$ cat src/rtl/rf_wport_arb.sv
// ---------------------------------------------------------------------------
// rf_wport_arb
// Arbitrates the single register-file write port between the in-order
// writeback stage (WS) and a long-latency unit (LU). WS owns the port by
// default; a starvation counter hands priority to LU after STARVE_LIMIT
// consecutive blocked cycles. Each grant is registered for one cycle and then
// driven to the register file and the debug trace interface.
//
// Optional build macro: RF_ARB_PERF_EN adds perf_ws_stall_cnt/perf_lu_stall_cnt.
//
// Ports:
//   clk, reset                 clock, async active-high reset
//   ws_req_*                   WS request (valid/we/dest/wdata/pc), ws_req_ready
//   lu_req_*                   LU request (valid/dest/wdata/pc), lu_req_ready
//   rf_we/rf_waddr/rf_wdata    registered register-file write port
//   debug_wb_*                 trace copy of the committed slot
//   perf_*_stall_cnt           (RF_ARB_PERF_EN) valid & ~ready cycle counters
// ---------------------------------------------------------------------------
module rf_wport_arb #(
    parameter int STARVE_LIMIT = 4,
    parameter int CNT_W        = 3
) (
    input  logic        clk,
    input  logic        reset,
    input  logic        ws_req_valid,
    input  logic        ws_req_we,
    input  logic [4:0]  ws_req_dest,
    input  logic [31:0] ws_req_wdata,
    input  logic [31:0] ws_req_pc,
    output logic        ws_req_ready,
    input  logic        lu_req_valid,
    input  logic [4:0]  lu_req_dest,
    input  logic [31:0] lu_req_wdata,
    input  logic [31:0] lu_req_pc,
    output logic        lu_req_ready,
    output logic        rf_we,
    output logic [4:0]  rf_waddr,
    output logic [31:0] rf_wdata,
    output logic [31:0] debug_wb_pc,
    output logic [3:0]  debug_wb_rf_wen,
    output logic [4:0]  debug_wb_rf_wnum,
    output logic [31:0] debug_wb_rf_wdata
`ifdef RF_ARB_PERF_EN
    ,
    output logic [31:0] perf_ws_stall_cnt,
    output logic [31:0] perf_lu_stall_cnt
`endif
);

    typedef enum logic {WS_PRI = 1'b0, LU_PRI = 1'b1} state_t;

    localparam logic [CNT_W-1:0] LIMIT = CNT_W'(STARVE_LIMIT);

    state_t           r_state, w_state_nxt;
    logic [CNT_W-1:0] r_starv_cnt, w_starv_nxt;
    logic             w_ws_grant, w_lu_grant;

    logic             r_we;
    logic [4:0]       r_waddr;
    logic [31:0]      r_wdata;
    logic [31:0]      r_pc;

    // Ready generation and grants: the priority owner is always ready, the
    // other side only when the owner is idle, so at most one grant per cycle.
    always_comb begin
        ws_req_ready = 1'b1;
        lu_req_ready = ~ws_req_valid;
        if (r_state == LU_PRI) begin
            lu_req_ready = 1'b1;
            ws_req_ready = ~lu_req_valid;
        end
    end

    assign w_ws_grant = ws_req_valid & ws_req_ready;
    assign w_lu_grant = lu_req_valid & lu_req_ready;

    // Starvation counter: counts consecutive blocked LU cycles, saturating.
    always_comb begin
        w_starv_nxt = r_starv_cnt;
        if (!lu_req_valid || w_lu_grant)
            w_starv_nxt = '0;
        else if (r_starv_cnt != LIMIT)
            w_starv_nxt = r_starv_cnt + CNT_W'(1);
    end

    always_comb begin
        w_state_nxt = r_state;
        case (r_state)
            WS_PRI: if (w_starv_nxt == LIMIT) w_state_nxt = LU_PRI;
            // Leave on the grant itself, or if LU withdrew before being served.
            LU_PRI: if (w_lu_grant || !lu_req_valid) w_state_nxt = WS_PRI;
            default: w_state_nxt = WS_PRI;
        endcase
    end

    always_ff @(posedge clk or posedge reset) begin
        if (reset) begin
            r_state     <= WS_PRI;
            r_starv_cnt <= '0;
        end else begin
            r_state     <= w_state_nxt;
            r_starv_cnt <= w_starv_nxt;
        end
    end

    // Output slot register. A write to r0 still occupies a trace slot (PC and
    // address update) but with the write enable suppressed.
    always_ff @(posedge clk or posedge reset) begin
        if (reset) begin
            r_we    <= 1'b0;
            r_waddr <= '0;
            r_wdata <= '0;
            r_pc    <= '0;
        end else if (w_ws_grant) begin
            r_we    <= ws_req_we & (ws_req_dest != 5'd0);
            r_waddr <= ws_req_dest;
            r_wdata <= ws_req_wdata;
            r_pc    <= ws_req_pc;
        end else if (w_lu_grant) begin
            r_we    <= (lu_req_dest != 5'd0);
            r_waddr <= lu_req_dest;
            r_wdata <= lu_req_wdata;
            r_pc    <= lu_req_pc;
        end else begin
            r_we    <= 1'b0;
        end
    end

    assign rf_we             = r_we;
    assign rf_waddr          = r_waddr;
    assign rf_wdata          = r_wdata;
    assign debug_wb_pc       = r_pc;
    assign debug_wb_rf_wen   = {4{r_we}};
    assign debug_wb_rf_wnum  = r_waddr;
    assign debug_wb_rf_wdata = r_wdata;

`ifdef RF_ARB_PERF_EN
    logic [31:0] r_perf_ws, r_perf_lu;

    always_ff @(posedge clk or posedge reset) begin
        if (reset) begin
            r_perf_ws <= '0;
            r_perf_lu <= '0;
        end else begin
            if (ws_req_valid && !ws_req_ready) r_perf_ws <= r_perf_ws + 32'd1;
            if (lu_req_valid && !lu_req_ready) r_perf_lu <= r_perf_lu + 32'd1;
        end
    end

    assign perf_ws_stall_cnt = r_perf_ws;
    assign perf_lu_stall_cnt = r_perf_lu;
`endif

endmodule

$ cat config.mk
export PLATFORM = sky130hd
export DESIGN_NAME = rf_wport_arb
export DESIGN_NICKNAME = d
export VERILOG_FILES = /design/src/rtl/rf_wport_arb.sv
export SDC_FILE = /design/constraint.sdc
export NUM_CORES = 1
export LEC_CHECK = 0
export CAP_MARGIN = 20
export CORE_ASPECT_RATIO = 0.75
export CORE_UTILIZATION = 43
export DETAILED_ROUTE_END_ITERATION = 7
export PLACE_DENSITY = 0.94
export SYNTH_ARGS = -nofsm -noshare
export SYNTH_HDL_FRONTEND = slang
export SYNTH_SLANG_ARGS = --single-unit
$ cat constraint.sdc
create_clock -name clk -period 5.25 [get_ports clk]
set_input_delay 0.525 -clock clk [delete_from_list [all_inputs] [get_ports clk]]
set_output_delay 0.525 -clock clk [all_outputs]
set_load 0.01 [all_outputs]
==> results.md <==
* Sequential Power Share at 0.334
* Vias at 4252
* Max_slew headroom at 0.359
* CP Data Required Time at 4.72 ns
* Yosys reg bits at 74
* CTS buffer count at 9
* GPL Wtd Cong at 0.809
* Post-synthesis cell area at 0.00471 mm2
* Avg Cell Area, Syn at 10.4 um2
* Setup TNS at 0 ns
* Internal at 1530 uW
* Drt first pass iters at 4
* Nets@finish at 790
* WS Path Type: in2out
* Commonest cells post-synth: 74 x dfrtp_1, 64 x a21o_1, 60 x nand2b_1
* Total track usage at 0.237
* Number of global-route vias before repair at 4234
* Share of cells above drive strength 1 at 0.160
* Top-area cell type share of the netlist area at 0.393
* First-pass GRT wire length at 21000 um
* Die ar. at 0.0114 mm2
* Initial antenna violation count at 0
* Finish-stage setup viols at 0
* DR vias/cell at 5.41
* Logic gate share of total power at 0.273
* Layout area overhead at 55.6%
* Period utilization at 0.475
* Drt initial violations at 244
* Synth Warn # at 0
* Multi-input gate area at 0.00227 mm2
* IO Pins at 256
* Count leader, synth: dfrtp_1
* Clock share of power at 0.393
* Hold_buf cts at 0
* Register area share after synthesis at 0.393
* Final core utilization at 0.701
* Fill cells at 749
* Type of the worst min-delay path: reg2reg
* H-tree depth at 3
* Reg area at 0.00185 mm2
* Die X at 123 um
* GRT overflow at 0
* Routed wire length at 13500 um
* Critical path fanouts, max at 76
* Slew @ Worst Pin at 0.962 ns
* Post-synth EDFFs at 0
* Clock Sinks at 74
* Final HPWL from detailed placement at 9460 um
* Peak Freq at 401 MHz
* Clk buf depth at 2
* # diodes at 0
* Synth top area cells: dfrtp_1 39%, o221a_1 12%, a21o_1 10%
* Initial Util at 0.450
* Max_cap viols at 0
* Post-route cell area at 0.00733 mm2
* CTS tree: built
* Setup bufs post-CTS at 0
* DRC Markers at 0
* Later-pin clock latency in the skew report at 0.32 ns
* Placed cell area at 0.00691 mm2
* Net Switching at 470 uW
* P_leak at 0.00297 uW
* Die H at 92.6 um
* Outcome: completed
* Num rows at 32
* Ys flop type: dfrtp_1
* Clk pin slew, worst setup/hold paths at 0.05 ns
* Post-synth ARST share at 1.00
* Switching part of the total power at 0.235
* CP Launch Type: primary input
* Final setup skew at 0.00629 ns
* Power density over the cells at 273 mW/mm2
* Fin. max-slew vios at 0
* Synth cell types at 32
* Post-synthesis cell count at 451
* Crit path time final at 2.49 ns
* Worst vdd ir at 0.168 mV
* Final Hold Fails at 0
* Area leader, netlist: dfrtp_1
* Core Region at 0.0105 mm2
* Crit path DAT at 1.97 ns
* Routed Antenna Nets at 0
* Quantity of gates resized following cts at 0
* Largest net degree at the start of global routing at 136
* Post-DR wirelength/cell at 17.1 um
* IO Port Bufs at 255
* CP Capture Type: primary output
* Mapped Nets at 596
* RSZ-0062 raised after global routing: no
* CTS root buffer: clkbuf_16
==> state kept, by name (all words and copies together), names as in the netlist <==
name	count
debug_wb_pc	32
debug_wb_rf_wdata	32
debug_wb_rf_wnum	5
r_starv_cnt	3
r_state	1
rf_we	1
==> cells in the final DEF, fill, tap and decap left out, drive strengths merged, types with 2 or more instances in the layout <==
cell type,netlist,final
clkdlybuf4s50,0,253
dfrtp,74,74
a21o,64,64
or2,64,64
o221a,64,64
nand2b,60,60
clkbuf,19,12
inv,9,8
buf,59,8
mux2,5,5
o22ai,5,5
a21oi,5,5
or2b,4,4
bufinv,0,4
nand2,3,3
and3,2,2
or4,2,2
ha,2,2
==> cell type report <==
| class | instances | share of cell area |
|---|---|---|
| clock inverters | 4 | 0.0164 |
| well taps | 136 | 0.0232 |
| repair buffers | 261 | 0.356 |
| inverters | 9 | 0.00512 |
| clock buffers | 12 | 0.0364 |
| flip-flops and latches | 74 | 0.253 |
| multi-input cells | 290 | 0.310 |
==> cell families (layout without fill, tap and decap cells) <==
kind of cell	Yosys count	after routing	share of synthesized area
compound gates	141	141	0.272
simple gates	141	141	0.190
buf+inv	87	286	0.125
flops	74	74	0.393
mux	5	5	0.0120
fa+ha+maj	2	2	0.00532
xor+xnor	1	1	0.00186
==> stage by stage <==
stage                     hold slack [ns]  power (uW)  worst slack, ns  cells
after floorplan                     0.573         947             2.84    451
after global placement              0.583        1200             2.54    769
after detailed placement            0.607        1220             2.49    769
after CTS                           0.620        2010             2.75    785
after global routing                0.649        2080             2.66    786
final                               0.630        2000             2.76    786
==> metal layers <==
metal | vias up | routed length [um] | GRT usage
met5 | - | 0 | 0
met4 | 0 | 239 | 0.0772
met3 | 20 | 993 | 0.0560
met2 | 208 | 6770 | 0.412
met1 | 2063 | 5470 | 0.288
li1 | 1961 | - | -
==> power groups by stage <==
stage | registers (uW) | logic [uW] | clock network [uW]
6_report | 668 | 545 | 786
5_1_grt | 675 | 585 | 823
4_1_cts | 668 | 547 | 798
3_5_place_dp | 676 | 545 | 0
3_3_place_gp | 674 | 530 | 0
2_1_floorplan | 695 | 252 | 0
==> critical path: stages <==
cell and delay [ns]:
buf_2 0.09, buf_4 0.65, nand2_1 0.16, clkdlybuf4s50_1 0.52
==> final timing paths <==
check                                from                     to  slack [ns]  cells after the start
max                          lu_req_valid           ws_req_ready        2.76                      4
min                        r_starv_cnt[2]         r_starv_cnt[2]        0.63                      1
max reg2reg                       r_state  debug_wb_rf_wdata[16]        3.26                      5
min reg2reg                r_starv_cnt[2]         r_starv_cnt[2]        0.63                      1
max in group asynchronous           reset                r_state        3.75                      3
min in group asynchronous           reset   debug_wb_rf_wdata[0]        0.82                      3
(Power assumes the default switching activity.)
